File: src/rtl/vm_order_entry.sv
// Order-entry front end for the combinational vendingmachine core: collects coin credit,
// latches a selection, samples the core verdict, then dispenses or refunds. Optional VM_TIMEOUT_EN.
module vm_order_entry #(
    parameter int unsigned TIMEOUT_CYCLES = 255
) (
    input  logic       clk,
    input  logic       rst_n,
    input  logic       coin_valid,
    input  logic [1:0] coin_sel,
    input  logic       sel_valid,
    input  logic [1:0] sel_code,
    input  logic [2:0] sel_count,
    input  logic       cancel,
    output logic [1:0] vm_code,
    output logic [2:0] vm_count,
    output logic [3:0] vm_money,
    input  logic       vm_posibility,
    input  logic [3:0] vm_remaining,
    output logic       coin_reject,
    output logic       sel_fail,
    output logic       dispense_valid,
    output logic [1:0] dispense_code,
    output logic [2:0] dispense_count,
    output logic       change_valid,
    output logic [3:0] change,
    output logic       busy
);

    typedef enum logic [2:0] {
        S_IDLE,
        S_COLLECT,
        S_EVAL,
        S_DISPENSE,
        S_REFUND
    } state_t;

    state_t     r_state;
    logic [3:0] r_credit;
    logic [1:0] r_code;
    logic [2:0] r_count;
    logic       r_coin_reject;
    logic       r_sel_fail;
    logic       r_disp_valid;
    logic [1:0] r_disp_code;
    logic [2:0] r_disp_count;
    logic       r_change_valid;
    logic [3:0] r_change;
    logic       r_busy;

    logic [3:0] w_coin_val;
    logic [4:0] w_sum;
    logic       w_coin_ok;

`ifdef VM_TIMEOUT_EN
    localparam int unsigned TW = ($clog2(TIMEOUT_CYCLES + 1) > 8) ? $clog2(TIMEOUT_CYCLES + 1) : 8;
    logic [TW-1:0] r_tmo;
`endif

    always_comb begin
        w_coin_val = 4'd1;
        case (coin_sel)
            2'd0: w_coin_val = 4'd1;
            2'd1: w_coin_val = 4'd2;
            2'd2: w_coin_val = 4'd5;
            2'd3: w_coin_val = 4'd10;
            default: w_coin_val = 4'd1;
        endcase
    end

    // Carry bit flags a sum above 15: such a coin is bounced rather than wrapping credit.
    assign w_sum     = {1'b0, r_credit} + {1'b0, w_coin_val};
    assign w_coin_ok = coin_valid && !w_sum[4];

    always_ff @(posedge clk or negedge rst_n) begin
        if (!rst_n) begin
            r_state        <= S_IDLE;
            r_credit       <= '0;
            r_code         <= '0;
            r_count        <= '0;
            r_coin_reject  <= 1'b0;
            r_sel_fail     <= 1'b0;
            r_disp_valid   <= 1'b0;
            r_disp_code    <= '0;
            r_disp_count   <= '0;
            r_change_valid <= 1'b0;
            r_change       <= '0;
            r_busy         <= 1'b0;
`ifdef VM_TIMEOUT_EN
            r_tmo          <= '0;
`endif
        end else begin
            r_coin_reject  <= 1'b0;
            r_sel_fail     <= 1'b0;
            r_disp_valid   <= 1'b0;
            r_disp_code    <= '0;
            r_disp_count   <= '0;
            r_change_valid <= 1'b0;
            r_change       <= '0;
`ifdef VM_TIMEOUT_EN
            r_tmo          <= '0;
`endif
            case (r_state)
                S_IDLE: begin
                    if (coin_valid) begin
                        r_credit <= w_sum[3:0];
                        r_state  <= S_COLLECT;
                    end
                end
                S_COLLECT: begin
                    if (cancel) begin
                        r_coin_reject  <= coin_valid;
                        r_change_valid <= (r_credit != '0);
                        r_change       <= r_credit;
                        r_busy         <= 1'b1;
                        r_state        <= S_REFUND;
                    end else begin
                        if (coin_valid) begin
                            if (w_sum[4]) r_coin_reject <= 1'b1;
                            else          r_credit      <= w_sum[3:0];
                        end
                        if (sel_valid && sel_count != '0) begin
                            r_code  <= sel_code;
                            r_count <= sel_count;
                            r_busy  <= 1'b1;
                            r_state <= S_EVAL;
                        end
`ifdef VM_TIMEOUT_EN
                        else if (!w_coin_ok) begin
                            if (r_tmo == TW'(TIMEOUT_CYCLES - 1)) begin
                                r_change_valid <= (r_credit != '0);
                                r_change       <= r_credit;
                                r_busy         <= 1'b1;
                                r_state        <= S_REFUND;
                            end else begin
                                r_tmo <= r_tmo + 1'b1;
                            end
                        end
`endif
                    end
                end
                S_EVAL: begin
                    r_coin_reject <= coin_valid;
                    if (vm_posibility) begin
                        r_disp_valid   <= 1'b1;
                        r_disp_code    <= r_code;
                        r_disp_count   <= r_count;
                        r_change_valid <= (vm_remaining != '0);
                        r_change       <= vm_remaining;
                        r_state        <= S_DISPENSE;
                    end else begin
                        r_sel_fail <= 1'b1;
                        r_code     <= '0;
                        r_count    <= '0;
                        r_busy     <= 1'b0;
                        r_state    <= S_COLLECT;
                    end
                end
                S_DISPENSE: begin
                    r_coin_reject <= coin_valid;
                    r_credit      <= '0;
                    r_code        <= '0;
                    r_count       <= '0;
                    r_busy        <= 1'b0;
                    r_state       <= S_IDLE;
                end
                S_REFUND: begin
                    r_coin_reject <= coin_valid;
                    r_credit      <= '0;
                    r_busy        <= 1'b0;
                    r_state       <= S_IDLE;
                end
                default: begin
                    r_busy  <= 1'b0;
                    r_state <= S_IDLE;
                end
            endcase
        end
    end

    assign vm_code        = r_code;
    assign vm_count       = r_count;
    assign vm_money       = r_credit;
    assign coin_reject    = r_coin_reject;
    assign sel_fail       = r_sel_fail;
    assign dispense_valid = r_disp_valid;
    assign dispense_code  = r_disp_code;
    assign dispense_count = r_disp_count;
    assign change_valid   = r_change_valid;
    assign change         = r_change;
    assign busy           = r_busy;

endmodule
File: config.mk
export PLATFORM = sky130hd
export DESIGN_NAME = vm_order_entry
export DESIGN_NICKNAME = d
export VERILOG_FILES = /design/src/rtl/vm_order_entry.sv
export SDC_FILE = /design/constraint.sdc
export NUM_CORES = 1
export LEC_CHECK = 0
export ABC_AREA = 0
export CORE_MARGIN = 1
export CORE_UTILIZATION = 50
export CTS_BUF_LIST = sky130_fd_sc_hd__clkbuf_16
export DETAILED_ROUTE_END_ITERATION = 6
export DONT_BUFFER_PORTS = 1
export PLACE_DENSITY = 0.62
export SETUP_SLACK_MARGIN = 0.02
export SLEW_MARGIN = 5
export SYNTH_ARGS = -nofsm -noshare
export SYNTH_HDL_FRONTEND = slang
export SYNTH_SLANG_ARGS = --single-unit
File: constraint.sdc
create_clock -name clk -period 3.14 [get_ports clk]
set_clock_uncertainty 0.1 [all_clocks]
set_input_delay 0.628 -clock clk [delete_from_list [all_inputs] [get_ports clk]]
set_output_delay 0.628 -clock clk [all_outputs]
set_load 0.005 [all_outputs]
==> results.md, run 1 <==
| Quantity | Reported |
| --- | --- |
| First-pass iteration count of the detailed router | 2 |
| Wirelength, routed | 2.48 mm |
| DRC violations left | 0 |
| Initial Util | 52.8% |
| Endpoints failing setup | 0 |
| Max Slew Vio Count | 0 |
| Fill cell instance count of the final layout | 202 |
| Post-detailed-route count of antenna-violating nets | 0 |
| Buffer depth of the longest clock path | 2 |
| Per-cell routed wire length | 16.7 µm |
| Most frequent cells in the layout | sky130_fd_sc_hd__dfrtp_1, sky130_fd_sc_hd__nand2_1, sky130_fd_sc_hd__mux2i_1, sky130_fd_sc_hd__and2_1, sky130_fd_sc_hd__nor2b_1 |
| Power Density | 864 nW/µm² |
| Tmin final | 2090 ps |
| Kind of path behind the tightest hold check | in -> async |
| Fin nets | 141 |
| Insertion delay of the later-clocked pin in the worst-skew pair | 260 ps |
| Number of clock sinks seen by CTS | 26 |
| Required arrival time at the worst endpoint | 3180 ps |
| Area taken by flip-flops and latches | 651 µm² |
| Share of total power in sequential cells | 46.5% |
| Crit Path Category | reg -> reg |
| Leak | 0.654 nW |
| Clock Tree Root | sky130_fd_sc_hd__clkbuf_16 |
| Slew at the pin with the worst max-slew slack | 739 ps |
| CTS tree | built |
| Max Cap Viol | 0 |
| Number of DRC markers in iteration 0 | 5 |
| Global Route Usage Sum | 20.1% |
| Warnings, synthesis | 0 |
| Most frequent standard cell in the layout excluding fill and tap cells | sky130_fd_sc_hd__dfrtp_1 |
| Worst-path maximum fanout | 5 |
| Mean area per synthesized cell | 10.9 µm² |
| Core Rows | 18 |
| Die X | 52.9 µm |
| Top Ports | 40 |
| H-tree lvl count | 1 |
| Design internal power | 0.000804 W |
| GRT overflow | 0 |
| Largest net degree at the start of global routing | 27 |
| Combinational group share of total power | 30.8% |
| Height of the die | 52.9 µm |
| Placed wire-length estimate | 1.85 mm |
| Number of synthesized register bits | 26 |
| Sequential cell area fraction in the yosys report | 50.2% |
| Maximum achievable frequency | 478 MHz |
| Worst rel slew slack | 50.6% |
| Internal reg-to-reg setup slack | 1050 ps |
| Number of global-route vias before repair | 849 |
| Post_cts resized | 0 |
| Launch point of the worst reg-to-reg path | vm_money[0] |
| Setup repair after global routing missed its margin | false |
| Worst hold slack | 79.9 ps |
| Overall die area | 2800 µm² |
| Clock buffers created by TritonCTS | 3 |
| Antenna violations before repair | 0 |
| Global-route wire length before repair | 3.93 mm |
| Signed area change from the synthesized netlist to the final layout | 8.41% |
| Net load switching power | 0.000409 W |
| Core box area | 2450 µm² |
| Number of buffer cells added on primary ports | 0 |
| Switching fraction of total power | 33.7% |
| Period utilization | 66.7% |
| Hold violation count in the final report | 0 |
| Via count of the routed design | 876 |
| Arrival time at the worst endpoint | 2140 ps |
| Critical Path End Type | flip-flop |
| Run status | finished clean |
| Total Neg Setup Slack | 0 ps |
| Synthesized netlist net count | 141 |
| Endpoint of the lowest-slack register-to-register path | vm_money[2] |
| Part of the power in the clock network | 22.7% |
| Number of vias per cell after detailed routing | 5.92 |
| Synthesized area | 1290 µm² |
| Maximum vdd drop | 0.551 mV |
| Combined area of the multi-input logic cells | 598 µm² |
| Number of instances in the synthesized netlist | 119 |
| Crit start category | flip-flop |
| Number of antenna repair diodes | 0 |
| Clk pin slew, worst setup/hold paths | 60 ps |
| Worst reg2reg path depth | 6 |
| Count of unique library cells instantiated by Yosys | 34 |
| Layout cell share with drive strength beyond 1 | 6.78% |
| Weighted congestion reported at the end of routability-driven placement | 0.707 |
[how the worst max path moves through the flow]
stage	start	endpoint	cells after the start
floorplan	coin_sel[0]	vm_money[2]	7
global placement	coin_sel[0]	vm_money[3]	7
detailed placement	coin_sel[0]	vm_money[2]	7
CTS	vm_money[0]	vm_money[2]	6
global route	r_state[1]	busy	4
finish	vm_money[0]	vm_money[2]	6
[routing by layer]
layer  vias up  global-route usage [%]  wire length [µm]
met4         0                    10.5                51
met5         -                       0                 0
met2        27                    33.5              1210
met1       426                    23.2              1030
met3         5                    5.46               180
li1        418                       -                 -
[layout make-up]
class | count | area share (%)
repair buffers | 1 | 1.43
clock buffers | 3 | 5.35
inverters | 5 | 1.34
multi-input cells | 82 | 42.6
flip-flops and latches | 26 | 46.3
well taps | 30 | 2.67
clock inverters | 1 | 0.267
[logic make-up after synthesis]
group / Yosys count / synth area share (%)
flip-flops: 26 / 50.2
multiplexers: 9 / 7.73
AND/OR/NAND/NOR: 42 / 18.6
AO/OA/AOI/OAI: 25 / 13.7
XOR/XNOR: 1 / 0.676
adder cells (fa/ha/maj): 5 / 5.41
buffers and inverters: 11 / 3.58
[power groups by stage]
stage / clock (W) / sequential (W) / combinational [W]
after floorplan: 0 / 0.000510 / 0.000352
after global placement: 0 / 0.000567 / 0.000361
after detailed placement: 0 / 0.000573 / 0.000371
after CTS: 0.000281 / 0.000565 / 0.000380
after global routing: 0.000298 / 0.000586 / 0.000426
final: 0.000276 / 0.000564 / 0.000373
[state kept, by name, summed over array words and instances, names as in the netlist]
register and flops:
change_valid 1, coin_reject 1, dispense_count 3, dispense_valid 1
vm_money 4, sel_fail 1, r_state 3, change 4
vm_count 3, vm_code 2, dispense_code 2, busy 1
[what timing repair did]
item,CTS,global route
hold buffers,1,0
endpoints found under the hold margin,26,0
setup buffers,0,0
[synthesized netlist by cell type (all sizes together)]
master   count  area (µm²)
inv          5        18.8
a22o         4        35.0
nor3         2        10.0
nand2b       4        25.0
a21oi        5        25.0
o311a        1        21.3
and2b        1        7.51
dfrtp       26         651
o41ai        2        17.5
clkbuf       2        7.51
a31oi        1        6.26
or3          2        12.5
o2111ai      1        8.76
o22ai        1        6.26
or3b         1        8.76
fa           1        20.0
mux2         2        30.0
and2         7        46.3
mux2i        7        70.1
and3         2        12.5
o21ai        7        35.0
nor2b        6        37.5
o21bai       1        7.51
buf          4        20.0
a211oi       1        7.51
xor2         1        8.76
nand2        9        33.8
nor2         4        15.0
nand3b       3        22.5
a21boi       1        7.51
ha           4        50.1
and4b        1        10.0
[critical path, cell delays in order, from the launching register on]
cell and delay [ps]:
sky130_fd_sc_hd__dfrtp_1 440, sky130_fd_sc_hd__ha_1 230, sky130_fd_sc_hd__fa_1 410, sky130_fd_sc_hd__a21oi_1 170, sky130_fd_sc_hd__o2111ai_1 140, sky130_fd_sc_hd__o311a_4 180
sky130_fd_sc_hd__mux2_4 300
[per-stage QoR]
step / instances / cell area (µm²) / util [%] / total power, W / worst slack [ps]
after global routing: 148 / 1400 / 57.2 / 0.00131 / 961
after floorplan: 119 / 1290 / - / 0.000861 / 922
final: 148 / 1400 / 57.2 / 0.00121 / 1050
after global placement: 143 / 1310 / 53.2 / 0.000927 / 870
after CTS: 148 / 1400 / 57.2 / 0.00123 / 1040
after detailed placement: 143 / 1310 / 53.2 / 0.000943 / 855
(Power assumes the default switching activity.)
==> run 2, diff against run 1 <==
PLACE_DENSITY = 0.65   (was 0.62)
clock period = 1.68 ns   (was 3.14 ns; I/O delays follow)
==> run 2 against run 1 <==
  * The run now ends with setup timing left
  * Cell area grew 11%
  * Fmax grew 10%
  * Cell count grew 10%
  * Via count grew 8.6%
  * Utilization grew 6.4 points
  * Non-clock buffer count grew 15
  * Routed wire length grew 14%
  * Worst hold slack lost 36 ps
  * Register-to-register slack lost 1300 ps
  * Critical path depth is the same
  * Power grew 120%
==> results.md, run 2 (synthesis gave the netlist of run 1 again) <==
| Quantity | Reported | Change |
| --- | --- | --- |
| Worst rel slew slack | 73.0% | +22 points |
| Hold Path Sink | sel_fail |  |
| Required arrival time at the worst endpoint | 1720 ps | -1460 ps |
| Clk pin slew, worst setup/hold paths | 70 ps | about the same |
| Placed wire-length estimate | 2.05 mm | +11% |
| Leak | 0.739 nW | +13% |
| Worst reg2reg path depth | 6 | unchanged |
| Worst Setup Slack post-DPL | -227 ps | -1080 ps |
| Max Cap Viol | 0 | unchanged |
| Via count of the routed design | 951 | +8.6% |
| Most frequent cells in the layout | sky130_fd_sc_hd__dfrtp_1, sky130_fd_sc_hd__buf_4, sky130_fd_sc_hd__nand2_1, sky130_fd_sc_hd__mux2i_1 |  |
| Tmin final | 1900 ps | -194 ps |
| Fill cell instance count of the final layout | 191 | -5.4% |
| Slew at the pin with the worst max-slew slack | 404 ps | -335 ps |
| Number of cells on the worst hold path | 1 |  |
| Insertion delay of the later-clocked pin in the worst-skew pair | 260 ps | about the same |
| Total Neg Setup Slack | -808 ps | -808 ps |
| Initial Util | 52.8% | unchanged |
| Most frequent standard cell in the layout excluding fill and tap cells | sky130_fd_sc_hd__dfrtp_1 |  |
| Crit start category | flip-flop |  |
| Antenna violations before repair | 0 | unchanged |
| Number of vias per cell after detailed routing | 5.83 | -1.4% |
| Hold Path Origin | vm_posibility |  |
| DRC violations left | 0 | unchanged |
| Height of the die | 52.9 µm | unchanged |
| CTS tree | built |  |
| Run status | finished, violations left |  |
| Max Slew Vio Count | 0 | unchanged |
| Critical Path End Type | flip-flop |  |
| Number of clock sinks seen by CTS | 26 | unchanged |
| Combined area of the multi-input logic cells | 613 µm² | +2.5% |
| Wirelength, routed | 2.82 mm | +14% |
| Buffer depth of the longest clock path | 2 | unchanged |
| Maximum achievable frequency | 527 MHz | +10% |
| Core Rows | 18 | unchanged |
| Violated checks | setup timing |  |
| Core box area | 2450 µm² | unchanged |
| Area taken by flip-flops and latches | 651 µm² | unchanged |
| Arrival time at the worst endpoint | 1940 ps | -200 ps |
| Largest net degree at the start of global routing | 27 | unchanged |
| Internal reg-to-reg setup slack | -220 ps | -1270 ps |
| Kind of path behind the tightest hold check | in -> reg |  |
| Post-layout power | 0.00270 W | +120% |
| Power Density | 1730 nW/µm² | +100% |
| Worst-path maximum fanout | 3 | -2 |
| Layout cell share with drive strength beyond 1 | 20.3% | +14 points |
| Die X | 52.9 µm | unchanged |
| Period utilization | 113% | +46 points |
| Number of antenna repair diodes | 0 | unchanged |
| GRT overflow | 0 | unchanged |
| CP startpoint | vm_money[0] |  |
| Hold violation count in the final report | 0 | unchanged |
| Number of global-route vias before repair | 960 | +13% |
| Fin nets | 156 | +11% |
| First-pass iteration count of the detailed router | 4 | +2 |
| Setup repair after global routing missed its margin | true |  |
| Global Route Usage Sum | 23.4% | +3.3 points |
| Post-detailed-route count of antenna-violating nets | 0 | unchanged |
| Clock Tree Root | sky130_fd_sc_hd__clkbuf_16 |  |
| H-tree lvl count | 1 | unchanged |
| Crit Path Category | reg -> reg |  |
| Weighted congestion reported at the end of routability-driven placement | 0.751 | +6.2% |
| Endpoint of the lowest-slack register-to-register path | vm_money[3] |  |
| Number of DRC markers in iteration 0 | 12 | +7 |
| Global-route wire length before repair | 4.57 mm | +17% |
| Maximum vdd drop | 1.15 mV | +110% |
| Clock buffers created by TritonCTS | 3 | unchanged |
| Post-route setup slack | -219 ps | -1270 ps |
| Endpoints failing setup | 4 | +4 |
| Number of buffer cells added on primary ports | 0 | unchanged |
| Signed area change from the synthesized netlist to the final layout | 20.5% |  |
| Top Ports | 40 | unchanged |
| Launch point of the worst reg-to-reg path | vm_money[0] |  |
| Overall die area | 2800 µm² | unchanged |
| Per-cell routed wire length | 17.3 µm | +3.5% |
## run 2: changes by cell type in the layout (fill, tap and decap cells not counted), sizes merged
| cell | change |
|---|---|
| dlygate4sd3 | +1 |
| bufinv | +1 |
| clkinv | -1 |
| buf | +14 |
## run 2: power breakdown
| part | total (W) | switching (W) | leakage, nW | internal [W] |
|---|---|---|---|---|
| Combinational | 0.00107 | 0.000509 | 0.361 | 0.000562 |
| Sequential | 0.000937 | 0.000137 | 0.328 | 0.000801 |
| Clock | 0.000692 | 0.000218 | 0.0511 | 0.000474 |
## run 2: worst max-delay path, cell delays in order (launching register included)
cell and delay [ps]:
sky130_fd_sc_hd__dfrtp_1 380, sky130_fd_sc_hd__ha_2 190, sky130_fd_sc_hd__fa_2 340, sky130_fd_sc_hd__a21oi_2 160, sky130_fd_sc_hd__o2111ai_2 140, sky130_fd_sc_hd__o311a_4 160, sky130_fd_sc_hd__mux2_4 300
## run 2: worst max-delay path by stage
stage | cells after the start | slack, ps | end
after floorplan | 6 | -200 | vm_money[2]
after global placement | 6 | -160 | vm_money[2]
after detailed placement | 7 | -230 | vm_money[2]
after CTS | 7 | -210 | vm_money[0]
after global routing | 6 | -280 | vm_money[3]
final | 6 | -220 | vm_money[3]
## run 2: area by class of cell
cell class / count / share of cell area (%)
tap: 30 / 2.41
clock inverter: 1 / 1.92
timing repair buffer: 16 / 8.66
multi-input combinational: 82 / 39.3
inverter: 5 / 1.20
sequential: 26 / 41.7
clock buffer: 3 / 4.81
## run 2: metal layers
layer / GRT usage (%) / vias to the layer above / wire length, µm
met5: 0 / - / 0
met4: 10.5 / 0 / 54
met3: 4.31 / 4 / 97
met2: 39.0 / 22 / 1440
met1: 29.2 / 485 / 1230
li1: - / 440 / -
## run 2: what timing repair did
action / 4_1_cts / 5_1_grt
cloned: 0 / 0
buffers inserted: 1 / 1
setup endpoints to repair: 4 / 4
hold endpoints to repair: 26 / 0
hold buffers: 2 / 0
resized for setup: 1 / 0
## run 2: metrics by stage
| step | utilization [%] | hold slack [ps] | cells | cell area (µm²) |
|---|---|---|---|---|
| 6_report | 63.6 | 44.0 | 163 | 1560 |
| 4_1_cts | 63.3 | 42.4 | 162 | 1550 |
| 3_3_place_gp | 57.2 | -59.0 | 155 | 1400 |
| 2_1_floorplan | - | -59.6 | 119 | 1300 |
| 5_1_grt | 63.6 | 52.3 | 163 | 1560 |
| 3_5_place_dp | 57.2 | -59.1 | 155 | 1400 |
